**config.mk**
```make
export PLATFORM = sky130hd
export DESIGN_NAME = alu_bist_sched_flat
export DESIGN_NICKNAME = d
export VERILOG_FILES = /design/src/rtl/alu_bist_sched_if.sv /design/src/rtl/alu_bist_sched.sv /design/src/flat_wrapper.sv
export SDC_FILE = /design/constraint.sdc
export NUM_CORES = 1
export LEC_CHECK = 0
export ABC_CLOCK_PERIOD_IN_PS = 2300
export CORE_MARGIN = 3
export CORE_UTILIZATION = 60
export CTS_CLUSTER_DIAMETER = 150
export CTS_CLUSTER_SIZE = 30
export DETAILED_ROUTE_END_ITERATION = 8
export DONT_BUFFER_PORTS = 1
export HOLD_SLACK_MARGIN = 0.12
export PLACE_DENSITY = 0.87
export SLEW_MARGIN = 10
export SYNTH_ARGS = -nofsm -noshare
export SYNTH_HDL_FRONTEND = slang
export SYNTH_SLANG_ARGS = --single-unit
```
**constraint.sdc**
```tcl
create_clock -name clk -period 2.3 [get_ports clk]
set_input_delay 0.115 -clock clk [delete_from_list [all_inputs] [get_ports clk]]
set_output_delay 0.115 -clock clk [all_outputs]
set_load 0.05 [all_outputs]
```
**src/rtl/alu_bist_sched_if.sv**
```systemverilog
// rtl/alu_bist_sched_if.sv - control/status bundle between the ALU BIST scheduler and its host
interface alu_bist_sched_if;
  logic        start;
  logic        periodic_en;
  logic        abort;
  logic        fault_detected;
  logic        test_en;
  logic        test_done;
  logic [31:0] lfsr_out;
  logic        busy;
  logic        result_valid;
  logic        test_fail;
  logic        fail_sticky;
  logic [15:0] pass_cnt;
  logic        aborted;

  // Host / ALU side: issues requests and the MISR verdict, observes status
  modport master (
    output start, periodic_en, abort, fault_detected,
    input  test_en, test_done, lfsr_out, busy, result_valid,
    input  test_fail, fail_sticky, pass_cnt, aborted
  );

  // Scheduler side
  modport slave (
    input  start, periodic_en, abort, fault_detected,
    output test_en, test_done, lfsr_out, busy, result_valid,
    output test_fail, fail_sticky, pass_cnt, aborted
  );
endinterface

```
**src/rtl/alu_bist_sched.sv**
```systemverilog
// rtl/alu_bist_sched.sv - online BIST scheduler: pattern LFSR, run control and pass/fail history
module alu_bist_sched #(
  parameter int unsigned N_PATTERNS    = 256,
  parameter int unsigned TEST_INTERVAL = 4096,
  parameter logic [31:0] LFSR_SEED     = 32'h0000_0001,
  parameter logic [31:0] LFSR_POLY     = 32'h8020_0003
) (
  input  logic             clk,
  input  logic             rst,
  alu_bist_sched_if.slave  bus
);

  // An all-zero seed would lock the LFSR, so it is replaced by 1
  localparam logic [31:0] SEED     = (LFSR_SEED == 32'h0) ? 32'h1 : LFSR_SEED;
  localparam int          IW       = $clog2(TEST_INTERVAL);
  localparam logic [IW-1:0] INT_LAST = IW'(TEST_INTERVAL - 1);
  localparam logic [15:0]   PAT_LAST = 16'(N_PATTERNS - 1);

  typedef enum logic [2:0] {
    IDLE  = 3'd0,
    LOAD  = 3'd1,
    RUN   = 3'd2,
    DONE  = 3'd3,
    CHECK = 3'd4
  } state_t;

  state_t        state;
  logic [31:0]   lfsr;
  logic [15:0]   pat_cnt;
  logic [IW-1:0] int_cnt;
  logic          test_en_q;
  logic          test_done_q;
  logic          busy_q;
  logic          result_valid_q;
  logic          test_fail_q;
  logic          fail_sticky_q;
  logic [15:0]   pass_cnt_q;
  logic          aborted_q;

  logic          trig;
  logic [31:0]   lfsr_next;

  // Launch request: software start or interval tick; abort in the same cycle suppresses it
  assign trig = (bus.start | (bus.periodic_en & (int_cnt == INT_LAST))) & ~bus.abort;

  // Galois LFSR step
  assign lfsr_next = {1'b0, lfsr[31:1]} ^ (lfsr[0] ? LFSR_POLY : 32'h0);

  // Scheduler FSM; every output is a register updated together with the state
  always_ff @(posedge clk or negedge rst) begin
    if (!rst) begin
      state          <= IDLE;
      lfsr           <= SEED;
      pat_cnt        <= '0;
      int_cnt        <= '0;
      test_en_q      <= 1'b0;
      test_done_q    <= 1'b0;
      busy_q         <= 1'b0;
      result_valid_q <= 1'b0;
      test_fail_q    <= 1'b0;
      fail_sticky_q  <= 1'b0;
      pass_cnt_q     <= '0;
      aborted_q      <= 1'b0;
    end else begin
      test_done_q    <= 1'b0;
      result_valid_q <= 1'b0;
      aborted_q      <= 1'b0;
      if (!bus.periodic_en) begin
        int_cnt <= '0;
      end
      case (state)
        IDLE: begin
          if (trig) begin
            state   <= LOAD;
            busy_q  <= 1'b1;
            int_cnt <= '0;
          end else if (bus.periodic_en) begin
            int_cnt <= int_cnt + 1'b1;
          end
        end
        LOAD: begin
          if (bus.abort) begin
            state     <= IDLE;
            busy_q    <= 1'b0;
            aborted_q <= 1'b1;
          end else begin
            state     <= RUN;
            lfsr      <= SEED;
            pat_cnt   <= '0;
            test_en_q <= 1'b1;
          end
        end
        RUN: begin
          if (bus.abort) begin
            state     <= IDLE;
            busy_q    <= 1'b0;
            test_en_q <= 1'b0;
            aborted_q <= 1'b1;
          end else begin
            lfsr    <= lfsr_next;
            pat_cnt <= pat_cnt + 16'd1;
            if (pat_cnt == PAT_LAST) begin
              state       <= DONE;
              test_en_q   <= 1'b0;
              test_done_q <= 1'b1;
            end
          end
        end
        DONE: begin
          state <= CHECK;
        end
        CHECK: begin
          // MISR verdict is valid the cycle after test_done; result_valid accompanies the update
          state          <= IDLE;
          busy_q         <= 1'b0;
          result_valid_q <= 1'b1;
          test_fail_q    <= bus.fault_detected;
          if (bus.fault_detected) begin
            fail_sticky_q <= 1'b1;
          end else if (pass_cnt_q != 16'hFFFF) begin
            pass_cnt_q <= pass_cnt_q + 16'd1;
          end
        end
        default: begin
          state     <= IDLE;
          busy_q    <= 1'b0;
          test_en_q <= 1'b0;
        end
      endcase
    end
  end

  assign bus.test_en      = test_en_q;
  assign bus.test_done    = test_done_q;
  assign bus.lfsr_out     = lfsr;
  assign bus.busy         = busy_q;
  assign bus.result_valid = result_valid_q;
  assign bus.test_fail    = test_fail_q;
  assign bus.fail_sticky  = fail_sticky_q;
  assign bus.pass_cnt     = pass_cnt_q;
  assign bus.aborted      = aborted_q;

endmodule

```
**src/flat_wrapper.sv**
```systemverilog
// flat-port wrapper written by rule: the top's interface ports become plain ports
module alu_bist_sched_flat 
#(
  parameter int unsigned N_PATTERNS    = 256,
  parameter int unsigned TEST_INTERVAL = 4096,
  parameter logic [31:0] LFSR_SEED     = 32'h0000_0001,
  parameter logic [31:0] LFSR_POLY     = 32'h8020_0003
)
  (clk, rst, bus_start, bus_periodic_en, bus_abort, bus_fault_detected, bus_test_en, bus_test_done, bus_lfsr_out, bus_busy, bus_result_valid, bus_test_fail, bus_fail_sticky, bus_pass_cnt, bus_aborted);
  alu_bist_sched_if bus_i ();
  input  logic clk;
  input  logic rst;
  input wire logic [$bits(bus_i.start)-1:0] bus_start;
  input wire logic [$bits(bus_i.periodic_en)-1:0] bus_periodic_en;
  input wire logic [$bits(bus_i.abort)-1:0] bus_abort;
  input wire logic [$bits(bus_i.fault_detected)-1:0] bus_fault_detected;
  output wire logic [$bits(bus_i.test_en)-1:0] bus_test_en;
  output wire logic [$bits(bus_i.test_done)-1:0] bus_test_done;
  output wire logic [$bits(bus_i.lfsr_out)-1:0] bus_lfsr_out;
  output wire logic [$bits(bus_i.busy)-1:0] bus_busy;
  output wire logic [$bits(bus_i.result_valid)-1:0] bus_result_valid;
  output wire logic [$bits(bus_i.test_fail)-1:0] bus_test_fail;
  output wire logic [$bits(bus_i.fail_sticky)-1:0] bus_fail_sticky;
  output wire logic [$bits(bus_i.pass_cnt)-1:0] bus_pass_cnt;
  output wire logic [$bits(bus_i.aborted)-1:0] bus_aborted;
  assign bus_i.start = bus_start;
  assign bus_i.periodic_en = bus_periodic_en;
  assign bus_i.abort = bus_abort;
  assign bus_i.fault_detected = bus_fault_detected;
  assign bus_test_en = bus_i.test_en;
  assign bus_test_done = bus_i.test_done;
  assign bus_lfsr_out = bus_i.lfsr_out;
  assign bus_busy = bus_i.busy;
  assign bus_result_valid = bus_i.result_valid;
  assign bus_test_fail = bus_i.test_fail;
  assign bus_fail_sticky = bus_i.fail_sticky;
  assign bus_pass_cnt = bus_i.pass_cnt;
  assign bus_aborted = bus_i.aborted;
  alu_bist_sched #(.N_PATTERNS(N_PATTERNS), .TEST_INTERVAL(TEST_INTERVAL), .LFSR_SEED(LFSR_SEED), .LFSR_POLY(LFSR_POLY)) u_core (.clk(clk), .rst(rst), .bus(bus_i));
endmodule
```
==> run_summary.xml, run 1 <==
<?xml version="1.0" encoding="UTF-8"?>
<metrics>
  <group name="run_status">
    <metric name="result_of_the_run" unit="">finished, final reports clean</metric>
  </group>
  <group name="timing">
    <metric name="period_minus_slack" unit="ns">2.01</metric>
    <metric name="clock-skew-final" unit="ns">0.00767</metric>
    <metric name="final.setup.tns" unit="ns">0</metric>
    <metric name="timing.final.crit_share" unit="%">87.5</metric>
    <metric name="grt_setup_unrepaired" unit="">no</metric>
    <metric name="hold_violations" unit="">0</metric>
    <metric name="setup_viol" unit="">0</metric>
    <metric name="slew_headroom" unit="%">60.4</metric>
    <metric name="final_max_slew_viol_count" unit="">0</metric>
    <metric name="timing_worst_slew_pin_value" unit="ns">0.589</metric>
    <metric name="max_freq" unit="MHz">497</metric>
  </group>
  <group name="critical_path">
    <metric name="critical_path_arrival" unit="ns">2.25</metric>
    <metric name="critical_path_required" unit="ns">2.54</metric>
    <metric name="reg2reg_from" unit="">u_core.state[1]$_DFFE_PN0P_</metric>
    <metric name="cpMaxStageDelayCell" unit="">sky130_fd_sc_hd__or4b_1</metric>
    <metric name="crit_end_category" unit="">register</metric>
    <metric name="worst_r2r_path_depth" unit="">4</metric>
    <metric name="max_stage_delay" unit="ns">0.56</metric>
    <metric name="crit_start" unit="">u_core.state[1]$_DFFE_PN0P_</metric>
    <metric name="critical_path.startpoint_type" unit="">register</metric>
    <metric name="crit_path_cell_trace" unit="">or4b_1, or3_1, o211ai_2, o31ai_2</metric>
    <metric name="path_max_fanout" unit="">11</metric>
    <metric name="critical_path_class" unit="">reg -&gt; reg</metric>
    <metric name="critical_path.reg2reg.endpoint" unit="">u_core.pat_cnt[7]$_DFFE_PN0P_</metric>
    <metric name="rrSetupSlack" unit="ns">0.29</metric>
  </group>
  <group name="global_route">
    <metric name="fraction_of_met3_tracks_used_by_global_routing" unit="%">5.12</metric>
    <metric name="gr-max-usage-layer" unit="">met2</metric>
    <metric name="globalRoute.totalOverflow" unit="">0</metric>
    <metric name="first_global_vias" unit="">3077</metric>
    <metric name="global_route.usage.met1" unit="%">32.8</metric>
    <metric name="grt_start_max_net_pins" unit="">87</metric>
    <metric name="first_pass_grt_wire_length" unit="um">14800</metric>
    <metric name="met2_track_usage_gr" unit="%">37.5</metric>
    <metric name="antenna_violations_before_repair" unit="">0</metric>
    <metric name="groute.usage.overall" unit="%">24.0</metric>
  </group>
  <group name="synthesis">
    <metric name="async_reset_ff_share" unit="%">100</metric>
    <metric name="post_synth.cell_area_avg" unit="um^2">9.72</metric>
    <metric name="syn_nets" unit="">430</metric>
    <metric name="synth_seq_area_share" unit="%">52.6</metric>
    <metric name="synth_warnings" unit="">0</metric>
    <metric name="yosys_most_used_dff" unit="">sky130_fd_sc_hd__dfrtp_1</metric>
    <metric name="synth_edf_count" unit="">0</metric>
    <metric name="synth-seq-cells" unit="">86</metric>
    <metric name="ys_top_cells_by_area" unit="">sky130_fd_sc_hd__dfrtp_1, sky130_fd_sc_hd__nand2_1, sky130_fd_sc_hd__nand3_1</metric>
    <metric name="syn-instance-count" unit="">421</metric>
    <metric name="yosysUniqueCellTypes" unit="">57</metric>
    <metric name="synth_top_area_share" unit="%">52.0</metric>
    <metric name="synth_top_cell_by_area" unit="">sky130_fd_sc_hd__dfrtp_1</metric>
    <metric name="post_synth_instance_area" unit="um^2">4090</metric>
  </group>
  <group name="clocking">
    <metric name="clk_latency" unit="ns">0.36</metric>
    <metric name="root_buffer" unit="">sky130_fd_sc_hd__clkbuf_8</metric>
    <metric name="cts-buffers-inserted" unit="">9</metric>
    <metric name="h_tree_levels" unit="">3</metric>
    <metric name="cts.sink_count" unit="">86</metric>
    <metric name="clock_tree_from_tritoncts" unit="">built</metric>
    <metric name="post-cts-setup-buffers" unit="">0</metric>
    <metric name="clkSlewWorstSetupHoldPaths" unit="ns">0.09</metric>
    <metric name="clock_path_buffers" unit="">2</metric>
  </group>
  <group name="drt">
    <metric name="drt_drc_violations_left" unit="">0</metric>
    <metric name="detailedRoute.firstIterationViolations" unit="">280</metric>
    <metric name="detail_route.wirelength" unit="um">8970</metric>
    <metric name="routedWlPerCell" unit="um">17.3</metric>
    <metric name="first_pass_iters" unit="">5</metric>
    <metric name="detail-route-antenna-nets" unit="">0</metric>
    <metric name="route.vias.total" unit="">3305</metric>
    <metric name="drt-vias-per-instance" unit="">6.36</metric>
  </group>
  <group name="min_path">
    <metric name="min_path_type" unit="">in -&gt; reg</metric>
    <metric name="worstHoldStart" unit="">bus_fault_detected</metric>
    <metric name="whs_endpoint" unit="">u_core.bus.pass_cnt[3]$_DFFE_PN0P_</metric>
    <metric name="min_delay_path_depth" unit="">3</metric>
  </group>
  <group name="cells_and_area">
    <metric name="antennaDiodeCount" unit="">0</metric>
    <metric name="layout_overhead_on_the_synthesized_area" unit="%">10.6</metric>
    <metric name="drive_above_1_share" unit="%">13.3</metric>
    <metric name="final_cell_mix" unit="">sky130_fd_sc_hd__nand2_1, sky130_fd_sc_hd__dfrtp_1, sky130_fd_sc_hd__nand3_1</metric>
    <metric name="layout.nets" unit="">447</metric>
    <metric name="finish.instance_area" unit="um^2">4530</metric>
  </group>
  <group name="placed_design">
    <metric name="detailed_place_hpwl" unit="um">5880</metric>
    <metric name="dpl-instance-area" unit="um^2">4270</metric>
    <metric name="placement.io_buffers" unit="">0</metric>
    <metric name="gp_congestion" unit="">0.882</metric>
  </group>
  <group name="floorplan">
    <metric name="row_count" unit="">29</metric>
    <metric name="die_y" unit="um">88.6</metric>
    <metric name="fp.dieArea" unit="um^2">7850</metric>
    <metric name="starting_density" unit="%">63.0</metric>
    <metric name="placeableCoreArea" unit="um^2">6490</metric>
    <metric name="i_o_pins" unit="">61</metric>
    <metric name="die_w" unit="um">88.6</metric>
  </group>
  <group name="power">
    <metric name="largest_vdd_supply_drop" unit="mV">0.617</metric>
    <metric name="p_per_area" unit="nW/um^2">896</metric>
    <metric name="standby_leakage_power" unit="nW">2.23</metric>
  </group>
  <group name="job">
    <metric name="cap_violations" unit="">0</metric>
  </group>
</metrics>
==> metal layers <==
metal | up-vias | part of all wire, %
li1 | 1541 | -
met1 | 1591 | 43
met5 | - | 0
met3 | 28 | 7.5
met2 | 145 | 47
met4 | 0 | 1.9
==> per-stage QoR <==
step           worst slack [ns]  cells  hold WS [ns]  utilization, %  total power [mW]
3_5_place_dp              0.313    498        -0.177            65.7              3.03
5_1_grt                   0.163    520         0.160            69.7              4.27
4_1_cts                   0.299    520         0.135            69.7              4.06
2_1_floorplan             0.211    421        -0.181               -              2.80
6_report                  0.287    520         0.153            69.7              4.06
3_3_place_gp              0.405    498        -0.177            65.7              2.99
==> cell families after synthesis <==
family / share of synthesized area [%]
AND/OR/NAND/NOR: 26.9
buffers and inverters: 3.27
adder cells (fa/ha/maj): 0.917
flip-flops: 52.6
AO/OA/AOI/OAI: 10.5
XOR/XNOR: 4.28
multiplexers: 1.53
==> repair_timing <==
action / CTS / global route
resized for setup: 0 / 0
hold endpoints to repair: 104 / 0
hold buffers: 6 / 0
==> registers in the layout, indices dropped and copies added (netlist names) <==
register                 count
u_core.bus.aborted           1
u_core.bus.pass_cnt         16
u_core.int_cnt              12
u_core.pat_cnt              16
u_core.bus.test_fail         1
u_core.bus.test_done         1
u_core.bus.result_valid      1
u_core.bus.test_en           1
u_core.bus.fail_sticky       1
u_core.bus.lfsr_out         32
u_core.state                 3
u_core.bus.busy              1
==> synthesized netlist by cell type (2+ instances only) <==
cell                       count
sky130_fd_sc_hd__and4_1        7
sky130_fd_sc_hd__nor2_1       10
sky130_fd_sc_hd__xnor2_1       8
sky130_fd_sc_hd__nor3b_1       3
sky130_fd_sc_hd__or2_2         3
sky130_fd_sc_hd__nor4b_1       2
sky130_fd_sc_hd__buf_2         5
sky130_fd_sc_hd__and2_1        7
sky130_fd_sc_hd__or4b_1        3
sky130_fd_sc_hd__buf_1         5
sky130_fd_sc_hd__nor4_1        4
sky130_fd_sc_hd__clkbuf_1     12
sky130_fd_sc_hd__xor2_1       12
sky130_fd_sc_hd__o31ai_2       2
sky130_fd_sc_hd__a41oi_1       2
sky130_fd_sc_hd__a211o_1       2
sky130_fd_sc_hd__o211ai_2      2
sky130_fd_sc_hd__buf_4         2
sky130_fd_sc_hd__nand2_1      85
sky130_fd_sc_hd__o31ai_1       2
sky130_fd_sc_hd__nor3_1        9
sky130_fd_sc_hd__dfrtp_1      85
sky130_fd_sc_hd__nand4_1      14
sky130_fd_sc_hd__and3_1        7
sky130_fd_sc_hd__a21o_1        2
sky130_fd_sc_hd__a32o_1        3
sky130_fd_sc_hd__nand3_1      48
sky130_fd_sc_hd__mux2i_1       4
sky130_fd_sc_hd__or3_1         2
sky130_fd_sc_hd__ha_1          3
sky130_fd_sc_hd__inv_1         4
sky130_fd_sc_hd__nor2b_1       2
sky130_fd_sc_hd__o21ai_0      11
sky130_fd_sc_hd__o211ai_1      3
sky130_fd_sc_hd__mux2_2        2
sky130_fd_sc_hd__a31oi_1      10
sky130_fd_sc_hd__a21oi_1      14
==> critical path: cells and delay by family (launching register included) <==
| family | cells | cell delay, ns |
|---|---|---|
| AND/OR/NAND/NOR | 2 | 1.09 |
| flip-flops | 1 | 0.53 |
| AO/OA/AOI/OAI | 2 | 0.28 |
==> worst max path at each step <==
stage	cells after the start	to	slack, ns
detailed placement	4	u_core.bus.pass_cnt[14]$_DFFE_PN0P_	0.31
CTS	4	u_core.bus.pass_cnt[14]$_DFFE_PN0P_	0.30
floorplan	4	u_core.bus.pass_cnt[1]$_DFFE_PN0P_	0.21
finish	4	u_core.pat_cnt[7]$_DFFE_PN0P_	0.29
global placement	4	u_core.pat_cnt[9]$_DFFE_PN0P_	0.41
global route	4	u_core.pat_cnt[7]$_DFFE_PN0P_	0.16
==> layout make-up <==
| class | count | area, um^2 |
|---|---|---|
| flip-flops and latches | 86 | 2150 |
| clock buffers | 9 | 124 |
| multi-input cells | 305 | 1810 |
| repair buffers | 31 | 265 |
| inverters | 5 | 18.8 |
| fillers | 479 | 1970 |
| clock inverters | 7 | 58.8 |
| well taps | 77 | 96.3 |
==> where the power goes <==
part | internal, mW | switching [mW]
combinational | 0.290 | 0.567
clock | 0.407 | 0.581
sequential | 1.67 | 0.536
total | 2.37 | 1.68
Note: power is estimated with default switching activity, not from simulation.
==> run 2, diff against run 1 <==
- CORE_UTILIZATION: 60 -> 45
- PLACE_DENSITY: 0.87 -> 0.71
==> run 2 against run 1 <==
Net effect:
- clock power down 0.5%
- register-to-register slack worse by 0.06 ns
- wire length down 2.3%
- cell area up 0.39%
- die area up 31%
- via count down 3.8%
- power down 0.95%
- clock skew up 0.0029 ns
- critical path depth up 1
- final cell count up 5.4%
- hold slack worse by 0.0062 ns
- critical endpoint is now u_core.pat_cnt[3]$_DFFE_PN0P_
- highest routed layer unchanged
==> run_summary.xml, run 2 (synthesis results as in run 1) <==
<?xml version="1.0" encoding="UTF-8"?>
<metrics>
  <group name="critical_path">
    <metric name="critical_path_arrival" unit="ns">2.30</metric>
    <metric name="crit_end_category" unit="">register</metric>
    <metric name="max_stage_delay" unit="ns">0.64</metric>
    <metric name="critical_path_class" unit="">reg -&gt; reg</metric>
    <metric name="critical_path_required" unit="ns">2.53</metric>
    <metric name="crit_path_cell_trace" unit="">or4b_1, buf_4, or2_2, nand3_1, o21ai_0</metric>
    <metric name="path_max_fanout" unit="">41</metric>
    <metric name="critical_path.reg2reg.endpoint" unit="">u_core.pat_cnt[3]$_DFFE_PN0P_</metric>
    <metric name="crit_start" unit="">u_core.state[2]$_DFFE_PN0P_</metric>
    <metric name="reg2reg_from" unit="">u_core.state[2]$_DFFE_PN0P_</metric>
    <metric name="cp-endpoint" unit="">u_core.pat_cnt[3]$_DFFE_PN0P_</metric>
    <metric name="cpMaxStageDelayCell" unit="">sky130_fd_sc_hd__or4b_1</metric>
    <metric name="worst_r2r_path_depth" unit="">5</metric>
    <metric name="critical_path.startpoint_type" unit="">register</metric>
    <metric name="rrSetupSlack" unit="ns">0.23</metric>
  </group>
  <group name="cells_and_area">
    <metric name="layoutNonFillerInstCount" unit="">548</metric>
    <metric name="layout_overhead_on_the_synthesized_area" unit="%">11.1</metric>
    <metric name="final_cell_mix" unit="">sky130_fd_sc_hd__nand2_1, sky130_fd_sc_hd__dfrtp_1, sky130_fd_sc_hd__nand3_1</metric>
    <metric name="drive_above_1_share" unit="%">12.7</metric>
    <metric name="layout.nets" unit="">444</metric>
    <metric name="finish.instance_area" unit="um^2">4550</metric>
    <metric name="utilization" unit="%">51.9</metric>
    <metric name="largest_register_ffs" unit="">32</metric>
    <metric name="antennaDiodeCount" unit="">0</metric>
  </group>
  <group name="clocking">
    <metric name="root_buffer" unit="">sky130_fd_sc_hd__clkbuf_8</metric>
    <metric name="clock_tree_from_tritoncts" unit="">built</metric>
    <metric name="clkSlewWorstSetupHoldPaths" unit="ns">0.09</metric>
    <metric name="post-cts-setup-buffers" unit="">0</metric>
    <metric name="cts-buffers-inserted" unit="">9</metric>
    <metric name="cts.sink_count" unit="">86</metric>
    <metric name="clock_path_buffers" unit="">2</metric>
    <metric name="h_tree_levels" unit="">3</metric>
    <metric name="clk_latency" unit="ns">0.35</metric>
  </group>
  <group name="timing">
    <metric name="timing.final.crit_share" unit="%">90.1</metric>
    <metric name="post-route-worst-setup-slack" unit="ns">0.228</metric>
    <metric name="hold_violations" unit="">0</metric>
    <metric name="clock-skew-final" unit="ns">0.0106</metric>
    <metric name="period_minus_slack" unit="ns">2.07</metric>
    <metric name="setup_viol" unit="">0</metric>
    <metric name="grt_setup_unrepaired" unit="">no</metric>
    <metric name="slew_headroom" unit="%">51.9</metric>
    <metric name="final_max_slew_viol_count" unit="">0</metric>
    <metric name="max_freq" unit="MHz">483</metric>
    <metric name="final.setup.tns" unit="ns">0</metric>
    <metric name="timing_worst_slew_pin_value" unit="ns">0.714</metric>
  </group>
  <group name="floorplan">
    <metric name="die_w" unit="um">101</metric>
    <metric name="starting_density" unit="%">46.7</metric>
    <metric name="row_count" unit="">34</metric>
    <metric name="placeableCoreArea" unit="um^2">8760</metric>
    <metric name="i_o_pins" unit="">61</metric>
    <metric name="die_y" unit="um">101</metric>
    <metric name="fp.dieArea" unit="um^2">10300</metric>
  </group>
  <group name="drt">
    <metric name="detailedRoute.firstIterationViolations" unit="">169</metric>
    <metric name="detail-route-antenna-nets" unit="">0</metric>
    <metric name="routedWlPerCell" unit="um">16.0</metric>
    <metric name="first_pass_iters" unit="">4</metric>
    <metric name="detail_route.wirelength" unit="um">8760</metric>
    <metric name="drt_drc_violations_left" unit="">0</metric>
    <metric name="drt-vias-per-instance" unit="">5.80</metric>
    <metric name="route.vias.total" unit="">3178</metric>
  </group>
  <group name="job">
    <metric name="cap_violations" unit="">0</metric>
  </group>
  <group name="global_route">
    <metric name="first_pass_grt_wire_length" unit="um">14800</metric>
    <metric name="globalRoute.totalOverflow" unit="">0</metric>
    <metric name="groute.usage.overall" unit="%">17.7</metric>
    <metric name="antenna_violations_before_repair" unit="">0</metric>
    <metric name="first_global_vias" unit="">3056</metric>
    <metric name="grt_start_max_net_pins" unit="">87</metric>
  </group>
  <group name="power">
    <metric name="standby_leakage_power" unit="nW">2.22</metric>
    <metric name="p_per_area" unit="nW/um^2">884</metric>
    <metric name="largest_vdd_supply_drop" unit="mV">0.762</metric>
  </group>
  <group name="placed_design">
    <metric name="gp_congestion" unit="">0.861</metric>
    <metric name="dpl-instance-area" unit="um^2">4290</metric>
    <metric name="pre_cts_slack" unit="ns">0.245</metric>
    <metric name="detailed_place_hpwl" unit="um">5740</metric>
    <metric name="placement.io_buffers" unit="">0</metric>
    <metric name="placed_cells" unit="">526</metric>
  </group>
  <group name="run_status">
    <metric name="result_of_the_run" unit="">finished, final reports clean</metric>
  </group>
  <group name="min_path">
    <metric name="min_path_type" unit="">in -&gt; reg</metric>
  </group>
</metrics>
[run 2: changes by cell type in the layout (fill, tap and decap cells not counted), sizes merged]
cell      delta
clkinv       -1
inv          -1
clkinvlp     +1
clkbuf       +1
buf          -3
[run 2: layout make-up]
type	count	area [um^2]
inverter	5	18.8
clock inverter	6	46.3
multi-input combinational	305	1810
timing repair buffer	28	243
sequential	86	2150
clock buffer	10	138
tap	108	135
fill	821	4220
[run 2: critical path, delay by kind of cell (launching register included)]
family / cells / cell delay (ns)
flops: 1 / 0.51
compound gates: 1 / 0.08
buf+inv: 1 / 0.30
simple gates: 3 / 1.07
[run 2: repair_timing]
action,in CTS,in global routing
gates resized for setup,0,0
hold buffers,6,0
setup endpoints to repair,0,0
endpoints found under the hold margin,104,0
[run 2: worst min path at each step]
stage / startpoint / endpoint / slack [ns] / cells past startpoint
3_3_place_gp: rst / u_core.int_cnt[3]$_DFF_PN0_ / -0.18 / 0
6_report: bus_start / u_core.int_cnt[0]$_DFF_PN0_ / 0.15 / 4
5_1_grt: bus_start / u_core.int_cnt[0]$_DFF_PN0_ / 0.16 / 4
4_1_cts: bus_start / u_core.int_cnt[0]$_DFF_PN0_ / 0.13 / 4
3_5_place_dp: rst / u_core.int_cnt[5]$_DFF_PN0_ / -0.18 / 0
2_1_floorplan: rst / u_core.bus.aborted$_DFF_PN0_ / -0.18 / 0
[run 2: metal layers]
layer / global-route usage, % / up-vias / wire (um)
met1: 24.3 / 1543 / 3940
met3: 5.51 / 9 / 657
li1: - / 1530 / -
met4: 6.03 / 0 / 76
met5: 0 / - / 0
met2: 26.8 / 96 / 4090
[run 2: stage by stage]
stage / hold slack (ns) / total power, mW
after floorplan: -0.181 / 2.80
after global placement: -0.179 / 2.98
after detailed placement: -0.179 / 3.02
after CTS: 0.125 / 4.06
after global routing: 0.164 / 4.26
final: 0.147 / 4.02
[run 2: power by group]
group / switching, mW / leakage [nW] / internal [mW]
sequential: 0.551 / 1.17 / 1.67
combinational: 0.531 / 0.953 / 0.278
clock: 0.556 / 0.0889 / 0.427
